==> config.mk <==
export PLATFORM = sky130hd
export DESIGN_NAME = wb_reg_responder
export DESIGN_NICKNAME = d
export VERILOG_FILES = /design/src/rtl/wb_reg_responder_pkg.sv /design/src/rtl/wb_reg_responder_event_flags.sv /design/src/rtl/wb_reg_responder.sv
export SDC_FILE = /design/constraint.sdc
export NUM_CORES = 1
export LEC_CHECK = 0
export CAP_MARGIN = 10
export CORE_MARGIN = 3
export CORE_UTILIZATION = 56
export CTS_CLUSTER_DIAMETER = 150
export DETAILED_ROUTE_END_ITERATION = 12
export HOLD_SLACK_MARGIN = 0.05
export PLACE_DENSITY = 0.88
export SYNTH_ARGS = -nofsm -noshare
export SYNTH_HDL_FRONTEND = slang
export SYNTH_SLANG_ARGS = --single-unit
==> constraint.sdc <==
create_clock -name i_clk -period 2.6 [get_ports i_clk]
set_clock_uncertainty 0.05 [all_clocks]
set_input_delay 0.78 -clock i_clk [delete_from_list [all_inputs] [get_ports i_clk]]
set_output_delay 0.78 -clock i_clk [all_outputs]
set_load 0.02 [all_outputs]
==> src/rtl/wb_reg_responder_pkg.sv <==
// wb_reg_responder shared definitions
// Register map, FLAGS bit layout and FSM encoding
package wb_reg_responder_pkg;

  localparam logic [2:0] REG_ID      = 3'd0;
  localparam logic [2:0] REG_CTRL    = 3'd1;
  localparam logic [2:0] REG_STATUS  = 3'd2;
  localparam logic [2:0] REG_FLAGS   = 3'd3;
  localparam logic [2:0] REG_MASK    = 3'd4;
  localparam logic [2:0] REG_SCRATCH = 3'd5;
  localparam logic [2:0] REG_TXD     = 3'd6;
  localparam logic [2:0] REG_RXD     = 3'd7;

  localparam int FLAG_RXF     = 0;
  localparam int FLAG_OVR     = 1;
  localparam int FLAG_EVT_LSB = 2;

  typedef enum logic [1:0] {
    IDLE = 2'd0,
    WAIT = 2'd1,
    ACK  = 2'd2
  } state_t;

  typedef struct packed {
    logic       we;
    logic [2:0] adr;
    logic [7:0] dat;
  } wb_req_t;

endpackage

==> src/rtl/wb_reg_responder_event_flags.sv <==
// wb_event_flags: event/rx flag block
// Edge detect, RXF/OVR, W1C with set priority, MASK, IRQ
module wb_event_flags
  import wb_reg_responder_pkg::*;
(
  input  logic       i_clk,
  input  logic       i_reset_n,
  input  logic       i_rx_valid,
  input  logic [5:0] i_event,
  input  logic       i_rxd_rd,
  input  logic [7:0] i_w1c,
  input  logic       i_mask_we,
  input  logic [7:0] i_mask_dat,
  output logic [7:0] o_flags,
  output logic [7:0] o_mask,
  output logic       o_irq
);

  logic [5:0] event_q;
  logic [7:0] set_v;
  logic [7:0] clr_v;

  // set and clear vectors; set is applied last so it wins
  always_comb begin
    set_v = '0;
    clr_v = i_w1c;
    set_v[FLAG_RXF] = i_rx_valid;
    set_v[FLAG_OVR] = i_rx_valid
                    & o_flags[FLAG_RXF]
                    & ~i_rxd_rd;
    set_v[7:FLAG_EVT_LSB] = i_event & ~event_q;
    clr_v[FLAG_RXF] = i_w1c[FLAG_RXF] | i_rxd_rd;
  end

  // flag, mask, event history and irq registers
  always_ff @(posedge i_clk or negedge i_reset_n) begin
    if (!i_reset_n) begin
      o_flags <= '0;
      o_mask  <= '0;
      event_q <= '0;
      o_irq   <= 1'b0;
    end else begin
      o_flags <= (o_flags & ~clr_v) | set_v;
      event_q <= i_event;
      o_irq   <= |(o_flags & o_mask);
      if (i_mask_we) o_mask <= i_mask_dat;
    end
  end

endmodule

==> src/rtl/wb_reg_responder.sv <==
// wb_reg_responder: Wishbone classic byte register slave
// Eight 8-bit registers with configurable ack latency
module wb_reg_responder
  import wb_reg_responder_pkg::*;
#(
  parameter logic [7:0] ID_VALUE    = 8'hA5,
  parameter int         WAIT_STATES = 0
) (
  input  logic       i_clk,
  input  logic       i_reset_n,
  input  logic [2:0] i_wbs_adr,
  input  logic [7:0] i_wbs_dat,
  output logic [7:0] o_wbs_dat,
  input  logic       i_wbs_we,
  input  logic       i_wbs_stb,
  input  logic       i_wbs_cyc,
  output logic       o_wbs_ack,
  output logic [7:0] o_ctrl,
  input  logic [7:0] i_status,
  output logic [7:0] o_tx_data,
  output logic       o_tx_valid,
  input  logic [7:0] i_rx_data,
  input  logic       i_rx_valid,
  input  logic [5:0] i_event,
  output logic       o_irq
);

  localparam logic [3:0] WS = 4'(WAIT_STATES);

  state_t     state, state_n;
  logic [3:0] cnt, cnt_n;
  wb_req_t    req, req_n, cur;
  logic       commit;
  logic       wr, rd;
  logic [7:0] rdata;
  logic [7:0] scratch;
  logic [7:0] rxd;
  logic [7:0] flags;
  logic [7:0] mask;

  // next state; commit marks the edge that raises ack
  always_comb begin
    state_n = state;
    cnt_n   = cnt;
    req_n   = req;
    cur     = req;
    commit  = 1'b0;
    unique case (1'b1)
      (state == IDLE): begin
        if (i_wbs_cyc && i_wbs_stb) begin
          req_n.we  = i_wbs_we;
          req_n.adr = i_wbs_adr;
          req_n.dat = i_wbs_dat;
          cur       = req_n;
          if (WS == 4'd0) begin
            state_n = ACK;
            commit  = 1'b1;
          end else begin
            cnt_n   = WS;
            state_n = WAIT;
          end
        end
      end
      (state == WAIT): begin
        if (!(i_wbs_cyc && i_wbs_stb)) begin
          state_n = IDLE;
        end else if (cnt == 4'd1) begin
          state_n = ACK;
          commit  = 1'b1;
        end else begin
          cnt_n = cnt - 4'd1;
        end
      end
      default: state_n = IDLE;
    endcase
  end

  assign wr = commit & cur.we;
  assign rd = commit & ~cur.we;

  // read mux, evaluated with pre-commit register values
  always_comb begin
    rdata = '0;
    unique case (cur.adr)
      REG_ID:      rdata = ID_VALUE;
      REG_CTRL:    rdata = o_ctrl;
      REG_STATUS:  rdata = i_status;
      REG_FLAGS:   rdata = flags;
      REG_MASK:    rdata = mask;
      REG_SCRATCH: rdata = scratch;
      REG_TXD:     rdata = o_tx_data;
      REG_RXD:     rdata = rxd;
    endcase
  end

  // FSM, bus outputs and plain registers
  always_ff @(posedge i_clk or negedge i_reset_n) begin
    if (!i_reset_n) begin
      state      <= IDLE;
      cnt        <= '0;
      req        <= '0;
      o_wbs_ack  <= 1'b0;
      o_wbs_dat  <= '0;
      o_tx_valid <= 1'b0;
      o_tx_data  <= '0;
      o_ctrl     <= '0;
      scratch    <= '0;
      rxd        <= '0;
    end else begin
      state      <= state_n;
      cnt        <= cnt_n;
      req        <= req_n;
      o_wbs_ack  <= commit;
      o_wbs_dat  <= rd ? rdata : 8'h00;
      o_tx_valid <= wr && (cur.adr == REG_TXD);
      if (i_rx_valid) rxd <= i_rx_data;
      if (wr) begin
        unique case (1'b1)
          (cur.adr == REG_CTRL):    o_ctrl    <= cur.dat;
          (cur.adr == REG_SCRATCH): scratch   <= cur.dat;
          (cur.adr == REG_TXD):     o_tx_data <= cur.dat;
          default: ;
        endcase
      end
    end
  end

  wb_event_flags u_flags (
    .i_clk      (i_clk),
    .i_reset_n  (i_reset_n),
    .i_rx_valid (i_rx_valid),
    .i_event    (i_event),
    .i_rxd_rd   (rd && (cur.adr == REG_RXD)),
    .i_w1c      ((wr && (cur.adr == REG_FLAGS))
                 ? cur.dat : 8'h00),
    .i_mask_we  (wr && (cur.adr == REG_MASK)),
    .i_mask_dat (cur.dat),
    .o_flags    (flags),
    .o_mask     (mask),
    .o_irq      (o_irq)
  );

endmodule

After elaboration in Yosys (flattened, before gate mapping)
Cells that the tools add are included.
{"block": "classes", "add_sub_neg": 1, "n_eq_ne": 11, "n_mux": 13, "bitwise": 14, "n_reduce_logical": 13}
{"operator": "8-bit case mux with 8 select lines", "count": 1}
{"operator": "12-bit two-way mux", "count": 2}
{"operator": "8-bit AND", "count": 2}
{"operator": "8-bit two-way mux", "count": 2}
{"operator": "3-bit == test, second input constant", "count": 4}
{"operator": "8-bit NOT", "count": 1}
{"operator": "8-bit bitwise OR", "count": 1}
{"operator": "2-bit AND reduction", "count": 4}
{"operator": "8-bit OR reduction", "count": 1}
{"operator": "6-bit AND", "count": 1}
{"operator": "3-bit by 2-bit == test with 1-bit output, second input constant", "count": 2}
{"operator": "2-bit two-way mux", "count": 3}
{"operator": "6-bit NOT", "count": 1}
{"operator": "1-bit logical AND", "count": 5}
{"operator": "1-bit AND", "count": 4}
{"operator": "4-bit by 1-bit == test with 1-bit output, second input constant", "count": 1}
{"operator": "2-bit case mux with 2 select lines", "count": 1}
{"operator": "4-bit by 1-bit subtractor with 4-bit output, second input constant", "count": 1}
{"operator": "3-bit by 1-bit == test with 1-bit output, second input constant", "count": 1}
{"operator": "3-bit zero test", "count": 1}
{"operator": "1-bit two-way mux", "count": 3}
{"operator": "3-bit by 2-bit inequality test with 1-bit output, second input constant", "count": 1}
{"operator": "1-bit NOT", "count": 3}
{"operator": "3-bit AND reduction", "count": 1}
{"operator": "5 further kinds", "count": 5}
{"block": "word_totals", "regBits": 83, "in_bits": 39, "elab_cells": 68}

Depth between registers and ports, before layout
Gate-level depths: netlist (run 1).
{"block": "depth", "word_depth": 11, "depth_mapped": 7, "mapped_depth_nobuf": 6}

By module
Synthesis (run 1) repeated with hierarchy kept, for this count alone.
{"block": "unflattened", "cells_unflattened": 315, "area_unflattened_um2": 3514.6}
{"mod": "wb_reg_responder", "instances": 1, "cells_each": 255, "area_each_um2": 2658.8, "seq_area_each_um2": 1351.3}
{"mod": "wb_event_flags", "instances": 1, "cells_each": 60, "area_each_um2": 855.8, "seq_area_each_um2": 575.6}

Worst setup path before layout (run 1)
Ideal clock, no wire load.
{"block": "synth_path", "path_type": "input-to-reg", "from": "input i_wbs_adr[0]", "to": "register u_flags.o_mask[5]", "setup_ns": 0.130, "arrival_time_ns": 1.825, "required_ns": 2.420, "slack_ns": 0.596, "stages": 6, "n_path_buf": 2, "cell_sequence": "or3b_1 -> or2_1 -> clkbuf_2 -> buf_6 -> nand2_1 -> o21ai_2"}
{"block": "synth_via", "elab_chain_cells": 4}
{"element": "start: declaration", "line": "wb_reg_responder.sv:11", "source": "input logic [2:0] i_wbs_adr,"}
{"element": "12-bit two-way mux"}
{"element": "12-bit two-way mux", "line": "wb_reg_responder.sv:48", "source": "unique case (1'b1)"}
{"element": "3-bit == test", "line": "wb_reg_responder.sv:136", "source": ".i_mask_we (wr && (cur.adr == REG_MASK)),"}
{"element": "1-bit logical AND", "line": "wb_reg_responder.sv:136"}
{"element": "end signal: assignment", "line": "wb_reg_responder_event_flags.sv:46", "source": "if (i_mask_we) o_mask <= i_mask_dat;"}
{"element": "end: declaration", "line": "wb_reg_responder_event_flags.sv:15", "source": "output logic [7:0] o_mask,"}
No other way between the ends.
A chain may end at the register's enable or synchronous reset.

Worst setup path after layout (run 1)
{"block": "layout_path", "from": "input i_wbs_cyc", "to": "register o_wbs_dat[5]"}
{"block": "layout_via", "elab_chain_cells": 6, "elab_cells_between_ends": 18, "cone_classes": "7 x eq/ne; 7 x mux; 2 x bitwise; 2 x reduce/logical"}
{"element": "start: declaration", "line": "wb_reg_responder.sv:16", "source": "input logic i_wbs_cyc,"}
{"element": "1-bit logical AND *", "line": "wb_reg_responder.sv:50, wb_reg_responder.sv:65"}
{"element": "12-bit two-way mux"}
{"element": "12-bit two-way mux", "line": "wb_reg_responder.sv:48"}
{"element": "3-bit == test (tied with other cells)", "line": "wb_reg_responder.sv:84", "source": "unique case (cur.adr)"}
{"element": "8-bit case mux with 8 select lines / 1-bit AND (equally long branches)", "line": "wb_reg_responder.sv:84, wb_reg_responder.sv:79"}
{"element": "8-bit two-way mux *", "line": "wb_reg_responder.sv:114", "source": "o_wbs_dat <= rd ? rdata : 8'h00;"}
{"element": "end signal: assignment", "line": "wb_reg_responder.sv:114"}
{"element": "end: declaration", "line": "wb_reg_responder.sv:13", "source": "output logic [7:0] o_wbs_dat,"}
Every way passes the cells marked *; elsewhere a longest branch is shown, timed or not.

==> results of run 1 <==
final cells by class:
class | count | area, um^2
sequential | 77 | 1930
multi-input combinational | 211 | 1420
fill | 403 | 1360
timing repair buffer | 98 | 946
clock buffer | 9 | 124
tap | 75 | 93.8
inverter | 22 | 82.6
clock inverter | 6 | 71.3
per-layer routing:
layer	wire [um]	vias up	share of wire
met4	207	0	0.021
met5	0	-	0
met3	690	23	0.070
li1	-	1355	-
met1	4110	1454	0.42
met2	4880	142	0.49
worst register-to-register path, cell delays in order (launching register included):
cell and delay, ps:
sky130_fd_sc_hd__dfrtp_1 730, sky130_fd_sc_hd__nor3b_1 110, sky130_fd_sc_hd__mux2_4 340, sky130_fd_sc_hd__a222oi_1 360
sky130_fd_sc_hd__o221ai_1 170
cell usage in the layout (no fill, tap or decap), types with 6 or more instances in the layout:
cell type and count:
sky130_fd_sc_hd__buf_4 30, sky130_fd_sc_hd__nor3_1 6, sky130_fd_sc_hd__inv_1 21, sky130_fd_sc_hd__nand2_1 48
sky130_fd_sc_hd__clkdlybuf4s50_1 64, sky130_fd_sc_hd__mux2_2 14, sky130_fd_sc_hd__nor2_1 9, sky130_fd_sc_hd__a22oi_1 8
sky130_fd_sc_hd__mux2i_1 22, sky130_fd_sc_hd__a21oi_1 10, sky130_fd_sc_hd__nand3_1 10, sky130_fd_sc_hd__o21ai_0 18
sky130_fd_sc_hd__a211oi_1 8, sky130_fd_sc_hd__o21ai_2 7, sky130_fd_sc_hd__dfrtp_1 77, sky130_fd_sc_hd__a22o_1 7
sky130_fd_sc_hd__clkbuf_8 9
state kept, by name (all words and copies together) (netlist names):
signal and count:
u_flags.o_mask 8, u_flags.o_irq 1, rxd 8, req 11, state 1, o_ctrl 8, u_flags.event_q 6, scratch 8
o_wbs_ack 1, o_tx_data 8, o_wbs_dat 8, o_tx_valid 1, u_flags.o_flags 8
report_power, final:
| group | total [W] | switching, W | internal [W] | leakage, nW |
|---|---|---|---|---|
| combinational | 0.000819 | 0.000417 | 0.000402 | 1.03 |
| clock | 0.000899 | 0.000451 | 0.000448 | 0.0927 |
| sequential | 0.00153 | 0.000165 | 0.00137 | 0.938 |
cells by family (layout without fill, tap and decap cells):
kind of cell / Yosys count / in the layout
multiplexers: 38 / 38
AND/OR/NAND/NOR: 93 / 93
AO/OA/AOI/OAI: 80 / 80
buffers and inverters: 42 / 135
flip-flops: 77 / 77
through the flow:
step / area [um^2] / worst slack, ps / total power, W
after floorplan: 3550 / 596 / 0.00193
after global placement: 4470 / 27.9 / 0.00233
after detailed placement: 4470 / -3.97 / 0.00236
after CTS: 4670 / 360 / 0.00326
after global routing: 4670 / 172 / 0.00340
final: 4670 / 336 / 0.00325
final timing paths:
| path | end |
|---|---|
| worst max-delay path | o_wbs_dat[5] |
| worst min-delay path | o_tx_valid |
| worst max register to register | o_wbs_dat[4] |
| worst min register to register | scratch[2] |
| max in group asynchronous | o_tx_data[2] |
| min in group i_clk | scratch[2] |
==> results.cfg, run 1 <==
[synth]
synth_top_family_by_area = compound AO/OA/AOI/OAI gates
area_share_of_and_or_nand_nor_cells_after_synthesis = 0.128
synth_top_cell_area_share = 0.542
post_synth_mux_area_share = 0.114
synth_cell_types = 43
synth_most_common_cell = sky130_fd_sc_hd__dfrtp_1
synthesized_area_fraction_occupied_by_adder_cells = 0
yosys_warnings = 0
synthTopCellsByCount = sky130_fd_sc_hd__dfrtp_1 (77), sky130_fd_sc_hd__nand2_1 (48), sky130_fd_sc_hd__mux2i_1 (22)
postSynthAreaPerCell_um2 = 10.8
syn_inst = 330
library_cell_occupying_the_most_area_in_the_post_synthesis_netlist = sky130_fd_sc_hd__dfrtp_1
postSynthRegisterBits = 77
netlist_top_cells_area = sky130_fd_sc_hd__dfrtp_1 (54%), sky130_fd_sc_hd__mux2i_1 (6.2%), sky130_fd_sc_hd__nand2_1 (5.1%)
synth.yosys.seq_area_share = 0.542
synth_xor_area_frac = 0
mappedNetlistNets = 369
syn_std_cell_area_um2 = 3550
async_reset_ff_frac = 1.00
synth-main-ff-cell = sky130_fd_sc_hd__dfrtp_1
post_synthesis_compound_gate_area_fraction = 0.158
synth_enable_flop_cells = 0

[worst_setup_path]
worst_path_largest_cell_delay_ps = 470
cp_data_arrival_time_ps = 2420
worst-path-max-fanout = 15
worst_r2r_path_depth = 4
reg2reg_from = req[10]
cp.buffers_inverters = 3
critical_path_cell_count = 7
cell_with_the_largest_stage_delay_on_the_worst_path = sky130_fd_sc_hd__clkdlybuf4s50_1
end_kind = flop
criticalPathCategory = primary input to flop
worst-r2r-setup-slack_ps = 710
cp.required_ps = 2760
critical_path.top_delay_family = buffers and inverters
cell_breakdown_of_the_critical_path = clkdlybuf4s50_1 > nand3b_4 > buf_12 > buf_4 > nor3_1 > a2111oi_0 > a31oi_1
worstSetupStartpoint = i_wbs_cyc
cp-start-kind = primary input

[global_route]
global_route_wire_length_before_repair_um = 15800
grt_pass1_vias = 2983
use_met3 = 0.0644
globalRouteOverflowTotal = 0
global_route.usage.total = 0.287
globalRouteMet1Util = 0.380
met2_capacity_usage_during_global_routing = 0.475
largest_net_degree_at_the_start_of_global_routing = 48
antenna_found_initial = 0
busiest_layer = met2

[timing]
worst_slew_pin_slew_ps = 605
finalHoldViolations = 0
fin_tns_setup_ps = 0
finalCritPeriodShare = 0.871
setup-violations-final = 0
layout_min_cycle_time_ps = 2260
slew_headroom = 0.597
timing.fmax_ghz = 0.442
slew_viol_final = 0
hold_slack_ps = 374
rsz0062_at_grt = no

[die]
design.core.area_um2 = 6030
num_io_pins = 66
initial_core_util = 0.590
dieWidth_um = 85.7
die_area_um2 = 7340
chipHeight_um = 85.7
num_rows = 28

[layout]
stdcell_count = 498
antennaDiodeCount = 0
design.final.nets = 458
areaGrowthSynthToFinish_pct = 31.4
share_of_post_route_cells_with_drive_strength_above_1 = 0.182
finalCoreUtilization = 0.775

[clock_tree]
clock_path_buffers = 2
tritoncts = yes
number_of_buffers_inserted_for_hold_repair_after_clock_tree_synthesis = 0
cts-buffers-inserted = 9
postCtsSetupBuffers = 0
path_clk_slew_ps = 80
clk_root_buffer_cell = sky130_fd_sc_hd__clkbuf_8
clk-insertion-delay-late_ps = 350
htree_levels = 3
post_cts_resized = 0
clkSinkCount = 77

[placed_design]
global_placement_routability_congestion = 0.915
dp.final_hpwl_um = 7160
placement.io_buffers = 65
post-place-cells = 483

[routing]
mean_routed_wirelength_per_cell_um = 19.8
drt-initial-drc-count = 228
post-route-drc-count = 0
post_drt_via_cell_ratio = 5.97
drt_pass1_iterations = 6
route.vias.total = 2974
ant_nets = 0
totalWireLength_um = 9880

[power]
leakagePower_nw = 2.06
power.density_cell_area_nw_per_um2 = 697
power.ir.vdd_worst_v = 0.000646

[status]
run_status = completed

[job]
maxCapViolCount = 0

[worst_hold_path]
timing.hold.worst.class = primary input to async pin
(Power assumes the default switching activity.)
==> inputs of run 2 (changes only) <==
Settings changed: CORE_UTILIZATION 56 to 58, CTS_BUF_LIST set to sky130_fd_sc_hd__clkbuf_2, PLACE_DENSITY 0.88 to 0.9, REMOVE_ABC_BUFFERS set to 1.
==> results.cfg, run 2 (synthesis gave the netlist of run 1 again) <==
[clock_tree]
postCtsSetupBuffers = 0
number_of_buffers_inserted_for_hold_repair_after_clock_tree_synthesis = 0
clkSinkCount = 77
clk_root_buffer_cell = sky130_fd_sc_hd__clkbuf_2
tritoncts = yes
clk-insertion-delay-late_ps = 510
cts-buffers-inserted = 9
clock_path_buffers = 2
path_clk_slew_ps = 210
htree_levels = 3
post_cts_resized = 0

[global_route]
antenna_found_initial = 0
globalRouteOverflowTotal = 0
global_route_wire_length_before_repair_um = 15700
grt_pass1_vias = 3091
global_route.usage.total = 0.285
largest_net_degree_at_the_start_of_global_routing = 45

[power]
total_power_w = 0.00298
power.share.clock = 0.213
power.ir.vdd_worst_v = 0.000473
switch_share = 0.331
internal_power_w = 0.00199
power.share.sequential = 0.516
leakagePower_nw = 2.04
power.density_cell_area_nw_per_um2 = 651
share_comb_of_total_power = 0.271
total_switching_power_w = 0.000986

[timing]
worst_slew_pin_slew_ps = 646
layout_min_cycle_time_ps = 2460
slew_viol_final = 0
finalHoldViolations = 0
rsz0062_at_grt = no
timing.fmax_ghz = 0.406
setup-violations-final = 0
finalCritPeriodShare = 0.947
fin_ws_ps = 138
slew_headroom = 0.570

[worst_setup_path]
cp_data_arrival_time_ps = 1630
worst-path-max-fanout = 4
cell_with_the_largest_stage_delay_on_the_worst_path = sky130_fd_sc_hd__clkdlybuf4s50_1
cp-start-kind = flop
criticalPathCategory = flop to primary output
end_kind = primary output
critical_path.top_delay_family = buffers and inverters
cp.required_ps = 1770
cp.buffers_inverters = 1
cell_breakdown_of_the_critical_path = clkdlybuf4s50_1
worst_path_largest_cell_delay_ps = 640

[routing]
drt-initial-drc-count = 452
drt_pass1_iterations = 5
mean_routed_wirelength_per_cell_um = 19.3
post_drt_via_cell_ratio = 6.08
ant_nets = 0
totalWireLength_um = 9630
route.vias.total = 3035
post-route-drc-count = 0

[layout]
largest-register = req
design.final.nets = 461
antennaDiodeCount = 0
layout.cells.most_common_list = sky130_fd_sc_hd__dfrtp_1 (77), sky130_fd_sc_hd__clkdlybuf4s50_1 (64), sky130_fd_sc_hd__nand2_1 (48)
layout.cells.most_common = sky130_fd_sc_hd__dfrtp_1
number_of_flip_flops_in_the_largest_register = 11
areaGrowthSynthToFinish_pct = 28.7
share_of_post_route_cells_with_drive_strength_above_1 = 0.185
finalCoreUtilization = 0.801
stdcell_count = 499

[placed_design]
dpl_worst_slack_ps = -40.9
post-place-cells = 483
dp.final_hpwl_um = 6970
global_placement_routability_congestion = 0.964
placement.io_buffers = 65

[die]
chipHeight_um = 84.3
die_area_um2 = 7100
initial_core_util = 0.622
num_rows = 27
design.core.area_um2 = 5710
num_io_pins = 66
dieWidth_um = 84.3

[worst_hold_path]
timing.hold.worst.class = primary input to async pin

[status]
run_status = completed

[job]
maxCapViolCount = 0
-- run 2: metal layers --
| metal | global-route usage | vias to the layer above | part of all wire |
|---|---|---|---|
| met5 | 0 | - | 0 |
| met2 | 0.452 | 188 | 0.49 |
| met1 | 0.390 | 1462 | 0.39 |
| met4 | 0.111 | 0 | 0.020 |
| met3 | 0.0559 | 25 | 0.096 |
| li1 | - | 1360 | - |
-- run 2: final cells by class --
class                   instances  area (um^2)
clock buffers                  11         55.1
flip-flops and latches         77         1930
fillers                       363         1140
repair buffers                101          943
inverters                      22         82.6
well taps                      72         90.1
multi-input cells             211         1420
clock inverters                 5         51.3
-- run 2: power by group through the flow --
stage	Clock (W)	Sequential, W	Combinational (W)
after floorplan	0	0.00159	0.000316
after global placement	0	0.00154	0.000776
after detailed placement	0	0.00155	0.000802
after CTS	0.000643	0.00153	0.000804
after global routing	0.000707	0.00155	0.000874
final	0.000636	0.00154	0.000807
-- run 2: stage by stage --
step,cell area (um^2),hold WS (ps),TNS [ps]
after floorplan,3430,396,0
after global placement,4470,416,-1.64
after detailed placement,4470,421,-99.8
after CTS,4570,120,0
after global routing,4570,86.0,0
final,4570,128,0
-- run 2: final timing paths --
kind	end	slack, ps	startpoint	cells after the start
setup / recovery	o_tx_data[0]	140	o_tx_data[0]	1
hold / removal	req[0]	130	i_reset_n	1
setup reg to reg	o_wbs_dat[1]	650	req[10]	4
hold reg to reg	scratch[4]	460	scratch[4]	2
max in group asynchronous	u_flags.o_mask[3]	1790	i_reset_n	2
min in group i_clk	scratch[4]	460	scratch[4]	2
==> inputs of run 3 (changes only) <==
Settings changed: HOLD_SLACK_MARGIN 0.05 to 0.06.
==> results of run 3 <==
Final layout, timing and power as in run 2 (identical DEF).
